### src/rtl/drum_mul_sched.sv
// Two-requester scheduler in front of a shared fixed-latency multiplier.
// Grants alternate under contention, and each accepted operation is held until its product has been handed off.
module drum_mul_sched #(
    parameter int N       = 8,
    parameter int M       = 8,
    parameter int MUL_LAT = 1
) (
    input  logic             clk,
    input  logic             rst_n,
    input  logic             ena,
    input  logic             req0_valid,
    output logic             req0_ready,
    input  logic [N-1:0]     req0_a,
    input  logic [M-1:0]     req0_b,
    input  logic             req1_valid,
    output logic             req1_ready,
    input  logic [N-1:0]     req1_a,
    input  logic [M-1:0]     req1_b,
    output logic [N-1:0]     mul_a,
    output logic [M-1:0]     mul_b,
    input  logic [N+M-1:0]   mul_r,
    output logic             rsp_valid,
    input  logic             rsp_ready,
    output logic             rsp_id,
    output logic [N+M-1:0]   rsp_data,
    output logic             busy
);

    localparam int CW = 4;

    typedef enum logic [1:0] {
        IDLE = 2'd0,
        WAIT = 2'd1,
        RESP = 2'd2
    } state_t;

    state_t            state_reg, state_next;
    logic [CW-1:0]     cnt_reg;
    logic              last_grant_reg;
    logic [N-1:0]      a_reg;
    logic [M-1:0]      b_reg;
    logic [N+M-1:0]    rsp_data_reg;
    logic              rsp_id_reg;
    logic              grant_id;
    logic              accept;

    always_ff @(posedge clk or negedge rst_n) begin
        if (!rst_n) begin
            state_reg <= IDLE;
        end else begin
            state_reg <= state_next;
        end
    end

    // Readies are also gated by rst_n: during reset the FSM sits in IDLE,
    // but nothing may be granted until rst_n is released.
    always_comb begin
        state_next = state_reg;
        grant_id   = 1'b0;
        accept     = 1'b0;
        req0_ready = 1'b0;
        req1_ready = 1'b0;
        rsp_valid  = 1'b0;
        busy       = (state_reg != IDLE);
        case (state_reg)
            IDLE: begin
                grant_id   = (req0_valid && req1_valid) ? ~last_grant_reg : req1_valid;
                accept     = rst_n && ena && (req0_valid || req1_valid);
                req0_ready = accept && !grant_id;
                req1_ready = accept && grant_id;
                if (accept) begin
                    state_next = WAIT;
                end
            end
            WAIT: begin
                if (cnt_reg == '0) begin
                    state_next = RESP;
                end
            end
            RESP: begin
                rsp_valid = 1'b1;
                if (rsp_ready) begin
                    state_next = IDLE;
                end
            end
            default: begin
                state_next = IDLE;
            end
        endcase
    end

    always_ff @(posedge clk or negedge rst_n) begin
        if (!rst_n) begin
            cnt_reg        <= '0;
            last_grant_reg <= 1'b1;
            a_reg          <= '0;
            b_reg          <= '0;
            rsp_data_reg   <= '0;
            rsp_id_reg     <= 1'b0;
        end else if (accept) begin
            a_reg          <= grant_id ? req1_a : req0_a;
            b_reg          <= grant_id ? req1_b : req0_b;
            rsp_id_reg     <= grant_id;
            last_grant_reg <= grant_id;
            cnt_reg        <= CW'(MUL_LAT - 1);
        end else if (state_reg == WAIT) begin
            if (cnt_reg == '0) begin
                rsp_data_reg <= mul_r;
            end else begin
                cnt_reg <= cnt_reg - 1'b1;
            end
        end
    end

    assign mul_a    = a_reg;
    assign mul_b    = b_reg;
    assign rsp_data = rsp_data_reg;
    assign rsp_id   = rsp_id_reg;

endmodule

### config.mk
export PLATFORM = sky130hd
export DESIGN_NAME = drum_mul_sched
export DESIGN_NICKNAME = d
export VERILOG_FILES = /design/src/rtl/drum_mul_sched.sv
export SDC_FILE = /design/constraint.sdc
export NUM_CORES = 1
export LEC_CHECK = 0
export BUFFER_PORTS_ARGS = -buffer_cell sky130_fd_sc_hd__buf_4
export CAP_MARGIN = 20
export CORE_MARGIN = 5
export CORE_UTILIZATION = 52
export CTS_BUF_LIST = sky130_fd_sc_hd__clkbuf_8
export CTS_CLUSTER_DIAMETER = 40
export DETAILED_ROUTE_END_ITERATION = 8
export GPL_TIMING_DRIVEN = 0
export PLACE_DENSITY = 0.91
export SLEW_MARGIN = 20
export SYNTH_ARGS = -nofsm -noshare
export SYNTH_HDL_FRONTEND = slang
export SYNTH_SLANG_ARGS = --single-unit
### constraint.sdc
create_clock -name clk -period 4.15 [get_ports clk]
set_input_delay 0.6225 -clock clk [delete_from_list [all_inputs] [get_ports clk]]
set_output_delay 0.6225 -clock clk [all_outputs]
set_load 0.01 [all_outputs]
# [After elaboration in Yosys (flattened, before gate mapping)]
# Index checks and enable logic that the tools add are counted.
[totals] register_bits=40 latch_bits=0 mem_bits_rw=0 mem_bits_ro=0 input_bits=54 output_inout_bits=37 elab_cells=45 memories=0
[op_classes] add_sub_neg=1 n_mul=0 div_mod_pow=0 order_cmp=0 n_eq_ne=6 n_shift=0 n_mux=15 bitwise_logic=2 reduce_logical=14
[ops] cell="$mux W8" n=2
[ops] cell="$mux W4" n=3
[ops] cell="$ne A2 B2 Y1 const B" n=4
[ops] cell="$mux W1" n=6
[ops] cell="$mux W2" n=3
[ops] cell="$pmux W2 S3" n=1
[ops] cell="$reduce_and A3 Y1" n=2
[ops] cell="$logic_and A1 B1 Y1" n=5
[ops] cell="$logic_not A4 Y1" n=1
[ops] cell="$reduce_bool A2 Y1" n=2
[ops] cell="$sub A4 B1 Y4 const B" n=1
[ops] cell="$eq A2 B1 Y1 const B" n=1
[ops] cell="$eq A2 B2 Y1 const B" n=1
[ops] cell="$logic_not A2 Y1" n=1
[ops] cell="$not A1 Y1" n=2
[ops] cell="$reduce_and A2 Y1" n=1
[ops] cell="$logic_not A1 Y1" n=1
[ops] cell="$logic_or A1 B1 Y1" n=1

# [Depth between registers and ports, before layout]
# Gate-level depths: netlist of run 1.
[logic_depth] word_depth=5 ltp_mapped=6 mapped_depth_nobuf=5

# [Worst setup path after synthesis of run 1]
# No wires, ideal clock.
[synth_path] path_kind="input to output" from="in req1_valid" to="out req0_ready" arrival_time_ns=1.251 path_slack_ns=2.277 path_stages=3 n_path_buf=1 cell_sequence="a21boi_2 buf_2 nor2_1"
[synth_between] elab_chain_cells=5 word_cells_on_any_way=7 classes_between="2 x mux; 5 x reduce/logical"
[synth_lines] element="start: declaration" line="15" source="input logic req1_valid,"
[synth_lines] element="$logic_and A1 B1 Y1" line="67" source="grant_id = (req0_valid && req1_valid) ? ~last_grant_reg : req1_valid;"
[synth_lines] element="$mux W1" line="67"
[synth_lines] element="$logic_not A1 Y1" line="69" source="req0_ready = accept && !grant_id;"
[synth_lines] element="$logic_and A1 B1 Y1 (*)" line="69"
[synth_lines] element="$mux W1 (*)" line="65" source="case (state_reg)"
[synth_lines] element="end: declaration" line="12" source="output logic req0_ready,"
# Mark *: on every way between the ends. The rest lies on a longest branch, timed or not.

# [Final worst setup path of run 1]
[layout_path] from="in rst_n" to="out req1_ready"
[layout_between] elab_chain_cells=4
[layout_lines] element="start: declaration" line="9" source="input logic rst_n,"
[layout_lines] element="$logic_and A1 B1 Y1 (2 in series)" line="68" source="accept = rst_n && ena && (req0_valid || req1_valid);"
[layout_lines] element="$logic_and A1 B1 Y1" line="70" source="req1_ready = accept && grant_id;"
[layout_lines] element="$mux W1" line="65"
[layout_lines] element="end: declaration" line="16" source="output logic req1_ready,"
# No other way between the ends.

==> PnR_summary.wiki, run 1 <==
{| class="wikitable"
! Metric !! Value
|-
| Final ANT Viol Nets || 0
|-
| Effective utilization at floorplan || 54.1%
|-
| Kind of end point of the critical path || primary output
|-
| Number of instances in the synthesized netlist || 154
|-
| Register share of total power || 37.7%
|-
| Share of the core filled with cells in the final layout || 76.4%
|-
| Via density || 5.63
|-
| Setup repair after global routing missed its margin || false
|-
| Clk pwr share || 12.6%
|-
| DRC violation total after the first TritonRoute iteration || 69
|-
| Startpoint class of the critical path || input port
|-
| Final critical path time including I/O delays and setup || 2520 ps
|-
| Pre-antenna DRT Iters || 4
|-
| Total standard cell area after synthesis || 0.00198 mm2
|-
| Final count of hold timing violations || 0
|-
| Inserted Diodes || 0
|-
| Die Y-Extent || 71.7 um
|-
| Post-DP HPWL || 3.99 mm
|-
| Synth warnings || 0
|-
| Area of the core region || 0.00366 mm2
|-
| Flip-flop count of the largest register, all copies and words added || 16
|-
| Worst endpoint required time || 3530 ps
|-
| Final critical-path setup slack || 1630 ps
|-
| CTS clk-pin slew, worst paths || 70 ps
|-
| Post_cts resized || 0
|-
| Achievable Freq || 397 MHz
|-
| Number of global-route vias before repair || 1750
|-
| Total I/O pin count || 91
|-
| Final cycle utilization of the critical path || 60.7%
|-
| Path class of the lowest-slack min-delay path || in2async
|-
| Critical Setup Path Class || in2out
|-
| Worst Reg2Reg Path Length in Cells || 6
|-
| Post-synth net total || 209
|-
| Number of buffers added for setup after CTS || 0
|-
| Std cell rows || 22
|-
| Initial antenna violation count || 0
|-
| CTS Root Cell || sky130_fd_sc_hd__clkbuf_8
|-
| Clock network latency to the later pin of the worst-skew pair || 280 ps
|-
| Syn Area/Cell || 12.9 um2
|-
| DRC violation count after routing || 0
|-
| Pwr per Cell Area || 681 mW/mm2
|-
| Number of buffers added by the clock tree synthesis step || 5
|-
| Layout cell share with drive strength beyond 1 || 51.2%
|-
| Count of fill cells added during filler insertion || 252
|-
| Maximum level of the CTS H-tree || 2
|-
| Leading cell types in the layout, fill and taps excluded || sky130_fd_sc_hd__buf_4 (91), sky130_fd_sc_hd__dfrtp_1 (39), sky130_fd_sc_hd__o21ai_0 (20)
|-
| Fin. max-slew vios || 0
|-
| Switching power share of the total || 36.9%
|-
| Most common cell after layout, fill and taps aside || sky130_fd_sc_hd__buf_4
|-
| Static Leakage || 1.25 nW
|-
| DP Area || 0.00272 mm2
|-
| Full die area || 0.00514 mm2
|-
| Longest Clk Path Bufs || 2
|-
| Internal power || 1.20 mW
|-
| Combinational share of power || 49.8%
|-
| Endpoints failing setup || 0
|-
| Average wire length per cell after detail routing || 17.2 um
|-
| Sequential element share of the synthesized area || 50.6%
|-
| Crit-path max FO || 42
|-
| Total negative slack for setup checks || 0 ps
|-
| Number of port buffers || 90
|-
| TritonCTS clock tree || built
|-
| Fin nets || 306
|-
| Maximum number of pins on one net before global-route repair || 43
|-
| Final weighted congestion of routability-driven global placement || 0.810
|-
| Status || complete, no violations
|-
| Total GRT Usage || 20.6%
|-
| Design Power || 1.90 mW
|-
| Transition at the pin with the smallest max-transition slack || 653 ps
|-
| Total wire length || 5.15 mm
|-
| Post-layout instance area || 0.00280 mm2
|-
| Global route overflow || 0
|-
| Switching power summed over all nets || 702 uW
|-
| TritonCTS Sinks || 40
|-
| Max cap viols || 0
|-
| Arrival time of data at the critical path endpoint || 1900 ps
|-
| Count of unique library cells instantiated by Yosys || 34
|-
| Placement Setup Slack || 1620 ps
|-
| Normalized max-slew margin || 56.5%
|-
| Count of state elements after synthesis || 40
|-
| Via total after detailed routing || 1688
|-
| Die W || 71.7 um
|-
| Area Growth Syn to Fin || 41.3%
|-
| Hold Buf Count CTS || 0
|-
| IR drop worst, VDD || 0.435 mV
|-
| First-pass GRT wire length || 8.29 mm
|-
| Clock Skews || 4.27 ps
|}
## worst paths after layout
check | slack, ps | endpoint | startpoint
worst max-delay path | 1630 | req1_ready | rst_n
worst min-delay path | 300 | rsp_data[7]$_DFFE_PN0P_ | rst_n
max in group asynchronous | 3460 | last_grant_reg$_DFFE_PN1P_ | rst_n
min in group clk | 500 | rsp_data[15]$_DFFE_PN0P_ | rsp_data[15]$_DFFE_PN0P_
worst min register to register | 500 | rsp_data[15]$_DFFE_PN0P_ | rsp_data[15]$_DFFE_PN0P_
worst max register to register | 2350 | rsp_data[12]$_DFFE_PN0P_ | cnt_reg[0]$_DFFE_PN0P_
## critical path: stages
cell	delay, ps
sky130_fd_sc_hd__buf_4	420
sky130_fd_sc_hd__nor4bb_1	350
sky130_fd_sc_hd__nand2_1	150
sky130_fd_sc_hd__nor2_1	180
sky130_fd_sc_hd__buf_4	150
## through the flow
| stage | hold WS (ps) | instances |
|---|---|---|
| global route | 339 | 300 |
| CTS | 315 | 300 |
| floorplan | 327 | 154 |
| detailed placement | 483 | 292 |
| finish | 303 | 300 |
| global placement | 477 | 292 |
## synth_stat cells
library cell | n | area share [%]
sky130_fd_sc_hd__clkbuf_1 | 3 | 0.57
sky130_fd_sc_hd__a2111oi_1 | 2 | 1.0
sky130_fd_sc_hd__nor4bb_1 | 1 | 0.51
sky130_fd_sc_hd__a2bb2oi_1 | 6 | 2.7
sky130_fd_sc_hd__nand3_1 | 1 | 0.25
sky130_fd_sc_hd__inv_1 | 4 | 0.76
sky130_fd_sc_hd__dfrtp_1 | 39 | 49
sky130_fd_sc_hd__a2111oi_0 | 6 | 2.7
sky130_fd_sc_hd__dfstp_2 | 1 | 1.3
sky130_fd_sc_hd__buf_6 | 2 | 1.1
sky130_fd_sc_hd__o21ai_1 | 1 | 0.25
sky130_fd_sc_hd__nor2_1 | 3 | 0.57
sky130_fd_sc_hd__and2b_1 | 1 | 0.38
sky130_fd_sc_hd__a2111oi_2 | 8 | 6.1
sky130_fd_sc_hd__a21bo_2 | 1 | 0.51
sky130_fd_sc_hd__mux2_2 | 1 | 0.57
sky130_fd_sc_hd__or4_1 | 2 | 0.76
sky130_fd_sc_hd__buf_2 | 5 | 1.3
sky130_fd_sc_hd__a2bb2oi_2 | 10 | 7.6
sky130_fd_sc_hd__mux2_1 | 16 | 9.1
sky130_fd_sc_hd__a311oi_1 | 1 | 0.44
sky130_fd_sc_hd__ha_1 | 1 | 0.63
sky130_fd_sc_hd__a21boi_2 | 1 | 0.57
sky130_fd_sc_hd__nand2b_1 | 2 | 0.63
sky130_fd_sc_hd__or3b_1 | 1 | 0.44
sky130_fd_sc_hd__nand2_2 | 1 | 0.32
sky130_fd_sc_hd__o21ai_0 | 20 | 5.1
sky130_fd_sc_hd__a21oi_1 | 6 | 1.5
sky130_fd_sc_hd__or3_1 | 1 | 0.32
sky130_fd_sc_hd__nor3_4 | 1 | 0.82
sky130_fd_sc_hd__or2_1 | 2 | 0.63
sky130_fd_sc_hd__buf_4 | 1 | 0.38
sky130_fd_sc_hd__nor3b_2 | 1 | 0.63
sky130_fd_sc_hd__nand2_1 | 2 | 0.38
## power by group through the flow
| stage | combinational, mW | clock [mW] | sequential (mW) |
|---|---|---|---|
| final | 0.947 | 0.239 | 0.717 |
| after floorplan | 0.456 | 0 | 0.777 |
| after CTS | 0.957 | 0.245 | 0.716 |
| after detailed placement | 0.955 | 0 | 0.719 |
| after global placement | 0.927 | 0 | 0.709 |
| after global routing | 1.02 | 0.262 | 0.744 |
## layer usage
layer,vias to the layer above,track usage (%),part of all wire [%]
met3,15,7.01,6.1
li1,791,-,-
met5,-,0,0
met4,0,7.31,2.3
met1,827,24.0,38
met2,55,35.1,53
## cell families (layout without fill, tap and decap cells)
kind of cell	count (synthesis)	in the layout	synth area share, %
AO/OA/AOI/OAI	62	62	28.3
buffers and inverters	15	113	4.11
adder cells (fa/ha/maj)	1	1	0.632
multiplexers	17	17	9.67
flip-flops	40	40	50.6
AND/OR/NAND/NOR	19	19	6.64
## area by class of cell
cell class	count	area, um2	area share, %
inverters	4	15.0	0.537
well taps	48	60.1	2.15
plain buffers	11	66.3	2.37
clock buffers	5	68.8	2.46
repair buffers	90	676	24.2
multi-input cells	99	896	32.0
clock inverters	3	12.5	0.447
flip-flops and latches	40	1000	35.8
(Power assumes the default switching activity.)
==> run 2, diff against run 1 <==
Settings changed: CORE_UTILIZATION 52 to 44, PLACE_DENSITY 0.91 to 0.82.
Clock period 4.15 ns to 2.13 ns, I/O delays scaled along.
==> run 2 against run 1 <==
Effect of this change:
- combinational power up 94%
- register-to-register slack worse by 2100 ps
- routed wire length up 0.87%
- sequential power up 92%
- die area up 16%
- critical path depth down 1
- clock-buffer cell count unchanged
- via count down 0.24%
- design area up 2.7%
- core utilization down 10 points
- critical endpoint unchanged
- largest cell class unchanged
- largest power group unchanged
==> PnR_summary.wiki, run 2 (synthesis results as in run 1) <==
{| class="wikitable"
! Metric !! Value
|-
| Status || complete, no violations (unchanged)
|-
| Number of buffer and inverter stages on the critical path || 2 (unchanged)
|-
| Setup repair after global routing missed its margin || false (unchanged)
|-
| Clock Skews || 3.23 ps (was 4.27 ps)
|-
| Pwr per Cell Area || 1340 mW/mm2 (was 681 mW/mm2)
|-
| Design Power || 3.84 mW (was 1.90 mW)
|-
| Std cell rows || 24 (was 22)
|-
| Layout cell share with drive strength beyond 1 || 52.0% (was 51.2%)
|-
| Crit Reg-Reg Startpoint || cnt_reg[0]$_DFFE_PN0P_ (unchanged)
|-
| DRC violation count after routing || 0 (unchanged)
|-
| TritonCTS clock tree || built (unchanged)
|-
| Startpoint class of the critical path || flip-flop (was input port)
|-
| Post-DP HPWL || 3.88 mm (was 3.99 mm)
|-
| CTS clk-pin slew, worst paths || 80 ps (was 70 ps)
|-
| Pre-antenna DRT Iters || 4 (unchanged)
|-
| Normalized max-slew margin || 56.3% (was 56.5%)
|-
| TritonCTS Sinks || 40 (unchanged)
|-
| Number of buffers added for setup after CTS || 0 (unchanged)
|-
| Fin nets || 308 (was 306)
|-
| Achievable Freq || 511 MHz
|-
| Worst setup path start || last_grant_reg$_DFFE_PN1P_ (was rst_n)
|-
| Final ANT Viol Nets || 0 (unchanged)
|-
| Switching power summed over all nets || 1.37 mW (was 702 uW)
|-
| Crit path cell chain || a21bo_2, clkbuf_1, nor2_1, buf_4 (was buf_4, nor4bb_1, nand2_1, nor2_1, buf_4)
|-
| Flip-flop count of the largest register, all copies and words added || 16 (unchanged)
|-
| Gate family responsible for the most delay along the worst path || flip-flops (was simple AND/OR/NAND/NOR gates)
|-
| Final weighted congestion of routability-driven global placement || 0.751 (was 0.810)
|-
| Clock network latency to the later pin of the worst-skew pair || 290 ps (was 280 ps)
|-
| Register share of total power || 35.8% (was 37.7%)
|-
| Die W || 77.1 um (was 71.7 um)
|-
| Worst endpoint required time || 1810 ps (was 3530 ps)
|-
| Critical Setup Path Class || reg2out (was in2out)
|-
| Full die area || 0.00594 mm2 (was 0.00514 mm2)
|-
| Effective utilization at floorplan || 45.5% (was 54.1%)
|-
| Path class of the lowest-slack min-delay path || in2reg (was in2async)
|-
| DRC violation total after the first TritonRoute iteration || 112 (was 69)
|-
| Area used by sequential logic in the layout || 0.00100 mm2 (unchanged)
|-
| Static Leakage || 1.27 nW (was 1.25 nW)
|-
| Max incr delay on CP || 560 ps (was 420 ps)
|-
| Switching power share of the total || 35.6% (was 36.9%)
|-
| Final count of hold timing violations || 0 (unchanged)
|-
| Combinational share of power || 48.0% (was 49.8%)
|-
| Inserted Diodes || 0 (unchanged)
|-
| First-pass GRT wire length || 8.68 mm (was 8.29 mm)
|-
| Number of buffers added by the clock tree synthesis step || 5 (unchanged)
|-
| Area Growth Syn to Fin || 45.1% (was 41.3%)
|-
| Number of global-route vias before repair || 1678 (was 1750)
|-
| Kind of end point of the critical path || primary output (unchanged)
|-
| Area taken by multi-input logic gates || 896 um2 (unchanged)
|-
| Total wire length || 5.20 mm (was 5.15 mm)
|-
| Total GRT Usage || 18.1% (was 20.6%)
|-
| Count of fill cells added during filler insertion || 341 (was 252)
|-
| Total I/O pin count || 91 (unchanged)
|-
| Maximum number of pins on one net before global-route repair || 43 (unchanged)
|-
| Leading cell types in the layout, fill and taps excluded || sky130_fd_sc_hd__buf_4 (90), sky130_fd_sc_hd__dfrtp_1 (39), sky130_fd_sc_hd__o21ai_0 (20) (was sky130_fd_sc_hd__buf_4 (91), sky130_fd_sc_hd__dfrtp_1 (39), sky130_fd_sc_hd__o21ai_0 (20))
|-
| Final critical path time including I/O delays and setup || 1960 ps
|-
| Final cycle utilization of the critical path || 91.9%
|-
| Area of the core region || 0.00435 mm2 (was 0.00366 mm2)
|-
| Fin. max-slew vios || 0 (unchanged)
|-
| Share of the core filled with cells in the final layout || 66.0% (was 76.4%)
|-
| Global route overflow || 0 (unchanged)
|-
| IR drop worst, VDD || 0.649 mV (was 0.435 mV)
|-
| Hold slack || 195 ps (was 303 ps)
|-
| Via density || 5.50 (was 5.63)
|-
| Longest Clk Path Bufs || 2 (unchanged)
|-
| Internal power || 2.47 mW (was 1.20 mW)
|-
| Clk pwr share || 16.2% (was 12.6%)
|-
| Average wire length per cell after detail routing || 17.0 um (was 17.2 um)
|-
| Endpoints failing setup || 0 (unchanged)
|-
| Initial antenna violation count || 0 (unchanged)
|-
| Via total after detailed routing || 1684 (was 1688)
|-
| Transition at the pin with the smallest max-transition slack || 655 ps (was 653 ps)
|-
| CTS Root Cell || sky130_fd_sc_hd__clkbuf_8 (unchanged)
|-
| Max cap viols || 0 (unchanged)
|-
| Number of port buffers || 90 (unchanged)
|-
| Arrival time of data at the critical path endpoint || 1640 ps (was 1900 ps)
|-
| Most common cell after layout, fill and taps aside || sky130_fd_sc_hd__buf_4 (unchanged)
|-
| Hold Path Origin || rsp_ready
|-
| Die Y-Extent || 77.1 um (was 71.7 um)
|-
| Crit-path max FO || 10 (was 42)
|-
| Cell type of the slowest stage on the worst timing path || sky130_fd_sc_hd__dfstp_2 (was sky130_fd_sc_hd__buf_4)
|-
| Maximum level of the CTS H-tree || 2 (unchanged)
|}
-- run 2: cell types whose count changed in the layout (fill, tap and decap cells not counted), sizes merged --
cell         delta
dlygate4sd3     +1
clkinvlp        +1
inv             -2
bufinv          +1
buf             +1
-- run 2: path summary, 6_finish.rpt --
kind | end | slack (ps) | cells after the start
max in group asynchronous | mul_a[6]$_DFFE_PN0P_ | 1280 | 3
hold reg to reg | rsp_data[4]$_DFFE_PN0P_ | 500 | 1
setup reg to reg | rsp_data[9]$_DFFE_PN0P_ | 300 | 6
min in group asynchronous | last_grant_reg$_DFFE_PN1P_ | 630 | 2
hold / removal | state_reg[1]$_DFFE_PN0P_ | 200 | 2
setup / recovery | req1_ready | 170 | 4
-- run 2: cell type report --
type	count	share of cell area, %
sequential	40	34.9
multi-input combinational	99	31.2
timing repair buffer	92	25.0
clock buffer	5	2.40
buffer	11	2.31
tap	52	2.26
clock inverter	3	1.48
inverter	4	0.523
-- run 2: what timing repair did --
item	in CTS	in global routing
gates resized for setup	0	1
endpoints found under the hold margin	0	39
hold buffers	0	2
endpoints found under the setup margin	0	1
-- run 2: power by group through the flow --
stage	registers, mW	logic (mW)	clock network [mW]
CTS	1.38	1.86	0.644
detailed placement	1.39	1.86	0
finish	1.38	1.84	0.623
global route	1.43	2.03	0.679
floorplan	1.51	0.889	0
global placement	1.38	1.81	0
-- run 2: through the flow --
stage	area [um2]	setup WS [ps]	setup TNS, ps	std cells
global placement	2720	-90.3	-113	296
global route	2870	6.96	0	306
detailed placement	2720	-66.4	-146	296
finish	2870	171	0	306
CTS	2830	151	0	304
floorplan	1980	548	0	154
-- run 2: metal layers --
layer  global-route usage (%)  part of all wire, %  vias to the layer above
met5                        0                    0                        -
met4                     5.50                  1.3                        0
met3                     5.97                  6.2                       10
met2                     28.4                   52                       59
met1                     23.7                   41                      819
li1                         -                    -                      796
-- run 2: worst reg2reg max path: cells and delay by family (launching register included) --
family | cells | cell delay [ps]
flops | 1 | 400
simple gates | 2 | 540
fa+ha+maj | 1 | 180
mux | 1 | 320
buf+inv | 2 | 280
==> run 3, diff against run 2 <==
Settings changed: CORE_UTILIZATION 44 to 35, PLACE_DENSITY 0.82 to 0.68.
==> run 3 against run 2 <==
Effect of this change:
- routed wire length up 1.7%
- worst hold slack worse by 2.3 ps
- combinational power about the same
- maximum frequency down 3.1%
- highest routed layer unchanged
==> PnR_summary.wiki, run 3 (synthesis results as in run 1) <==
{| class="wikitable"
! Metric !! Value
|-
| Effective utilization at floorplan || 35.9% (was 45.5%)
|-
| Status || complete, no violations (unchanged)
|-
| Final ANT Viol Nets || 0 (unchanged)
|-
| Share of the core filled with cells in the final layout || 52.6% (was 66.0%)
|-
| Startpoint class of the critical path || input port (was flip-flop)
|-
| Number of cells traversed by the worst hold path || 2 (unchanged)
|-
| Total negative slack for setup checks || 0 ps (unchanged)
|-
| Std cell rows || 27 (was 24)
|-
| Pre-antenna DRT Iters || 4 (unchanged)
|-
| Via total after detailed routing || 1672 (was 1684)
|-
| Post-DP HPWL || 3.98 mm (was 3.88 mm)
|-
| Average wire length per cell after detail routing || 16.2 um (was 17.0 um)
|-
| Worst Reg2Reg Path Length in Cells || 6 (unchanged)
|-
| Worst endpoint required time || 1810 ps (about the same)
|-
| Number of global-route vias before repair || 1768 (was 1678)
|-
| Reg2reg end || rsp_data[9]$_DFFE_PN0P_ (unchanged)
|-
| CTS Root Cell || sky130_fd_sc_hd__clkbuf_8 (unchanged)
|-
| Arrival time of data at the critical path endpoint || 1700 ps (was 1640 ps)
|-
| Maximum level of the CTS H-tree || 2 (unchanged)
|-
| Clock Skews || 4.49 ps (was 3.23 ps)
|-
| Die W || 85.2 um (was 77.1 um)
|-
| Normalized max-slew margin || 57.2% (was 56.3%)
|-
| Area of the core region || 0.00551 mm2 (was 0.00435 mm2)
|-
| DRC violation count after routing || 0 (unchanged)
|-
| Endpoint of the most critical setup path || req0_ready (was req1_ready)
|-
| Crit Reg-Reg Startpoint || cnt_reg[0]$_DFFE_PN0P_ (unchanged)
|-
| Layout cell share with drive strength beyond 1 || 51.6% (was 52.0%)
|-
| CTS clk-pin slew, worst paths || 80 ps (about the same)
|-
| Worst setup path start || rst_n (was last_grant_reg$_DFFE_PN1P_)
|-
| Final critical-path setup slack || 108 ps (was 171 ps)
|-
| First-pass GRT wire length || 8.48 mm (was 8.68 mm)
|-
| Kind of end point of the critical path || primary output (unchanged)
|-
| Inserted Diodes || 0 (unchanged)
|-
| Pwr per Cell Area || 1320 mW/mm2 (was 1340 mW/mm2)
|-
| Final count of hold timing violations || 0 (unchanged)
|-
| Final weighted congestion of routability-driven global placement || 0.725 (was 0.751)
|-
| Critical Setup Path Class || in2out (was reg2out)
|-
| Number of buffers added for setup after CTS || 0 (unchanged)
|-
| Most common cell after layout, fill and taps aside || sky130_fd_sc_hd__buf_4 (unchanged)
|-
| Via density || 5.13 (was 5.50)
|-
| Global route overflow || 0 (unchanged)
|-
| Total GRT Usage || 14.8% (was 18.1%)
|-
| Crit-path max FO || 4 (was 10)
|-
| Leading cell types in the layout, fill and taps excluded || sky130_fd_sc_hd__buf_4 (90), sky130_fd_sc_hd__dfrtp_1 (39), sky130_fd_sc_hd__o21ai_0 (20) (unchanged)
|-
| TritonCTS Sinks || 40 (unchanged)
|-
| Fin nets || 308 (unchanged)
|-
| Initial antenna violation count || 0 (unchanged)
|-
| DRC violation total after the first TritonRoute iteration || 51 (was 112)
|-
| Max cap viols || 0 (unchanged)
|-
| Static Leakage || 1.28 nW (was 1.27 nW)
|-
| Number of port buffers || 90 (unchanged)
|-
| Clock network latency to the later pin of the worst-skew pair || 290 ps (about the same)
|-
| Full die area || 0.00726 mm2 (was 0.00594 mm2)
|-
| Achievable Freq || 495 MHz (was 511 MHz)
|-
| Final cycle utilization of the critical path || 94.9% (was 91.9%)
|-
| Maximum number of pins on one net before global-route repair || 43 (unchanged)
|-
| Longest Clk Path Bufs || 2 (unchanged)
|-
| Design Power || 3.83 mW (was 3.84 mW)
|-
| Flip-flop count of the largest register, all copies and words added || 16 (unchanged)
|-
| Total I/O pin count || 91 (unchanged)
|-
| Total wire length || 5.28 mm (was 5.20 mm)
|-
| Fin. max-slew vios || 0 (unchanged)
|-
| Number of buffers added by the clock tree synthesis step || 5 (unchanged)
|-
| Placement Setup Slack || -119 ps (was -66.4 ps)
|-
| Inst Count DP || 316 (was 296)
|-
| Endpoints failing setup || 0 (unchanged)
|-
| TritonCTS clock tree || built (unchanged)
|-
| IR drop worst, VDD || 0.561 mV (was 0.649 mV)
|-
| Final critical path time including I/O delays and setup || 2020 ps (was 1960 ps)
|-
| Transition at the pin with the smallest max-transition slack || 642 ps (was 655 ps)
|-
| Die Y-Extent || 85.2 um (was 77.1 um)
|-
| Setup slack on the worst flop-to-flop path || 320 ps (was 300 ps)
|-
| Post-route insts no fill || 326 (was 306)
|-
| Path class of the lowest-slack min-delay path || in2reg (unchanged)
|-
| Area Growth Syn to Fin || 46.2% (was 45.1%)
|}
## run 3: worst min path at each step
stage | from | end
global placement | rst_n | mul_a[0]$_DFFE_PN0P_
global route | rsp_ready | state_reg[1]$_DFFE_PN0P_
CTS | rst_n | rsp_data[4]$_DFFE_PN0P_
detailed placement | rst_n | mul_a[1]$_DFFE_PN0P_
floorplan | rst_n | cnt_reg[0]$_DFFE_PN0P_
finish | rsp_ready | state_reg[1]$_DFFE_PN0P_
## run 3: per-stage QoR
step                      area, um2  hold WS [ps]
after CTS                      2850          17.2
after global routing           2890           174
final                          2890           193
after floorplan                1980          23.9
after global placement         2750           344
after detailed placement       2750           344
## run 3: what timing repair did
item | in CTS | in global routing
resized for setup | 0 | 1
hold buffers | 0 | 2
endpoints found under the setup margin | 0 | 1
endpoints found under the hold margin | 0 | 39
## run 3: per-layer routing
layer | GRT usage, % | up-vias | wire, um
met5 | 0 | - | 0
met4 | 6.91 | 0 | 136
met3 | 3.30 | 10 | 248
met2 | 24.4 | 47 | 2730
met1 | 18.2 | 822 | 2170
li1 | - | 793 | -
## run 3: cell type report
cell class                      instances  area [um2]
Fill cell                             524        2610
Sequential cell                        40        1000
Multi-Input combinational cell         99         896
Timing Repair Buffer                   92         717
Tap cell                               72        90.1
Clock buffer                            5        68.8
Buffer                                 11        66.3
Clock inverter                          3        38.8
Inverter                                4        15.0
## run 3: worst max-delay path, stage by stage
cell and delay [ps]:
sky130_fd_sc_hd__dlygate4sd3_1 550, sky130_fd_sc_hd__buf_6 140, sky130_fd_sc_hd__nor4bb_1 280, sky130_fd_sc_hd__nand2_1 150
sky130_fd_sc_hd__nor2_1 130, sky130_fd_sc_hd__buf_4 130
## run 3: where the power goes
part	internal (mW)	switching [mW]	total, mW
combinational	0.982	0.857	1.84
clock	0.343	0.270	0.613
sequential	1.14	0.238	1.38
total	2.47	1.36	3.83
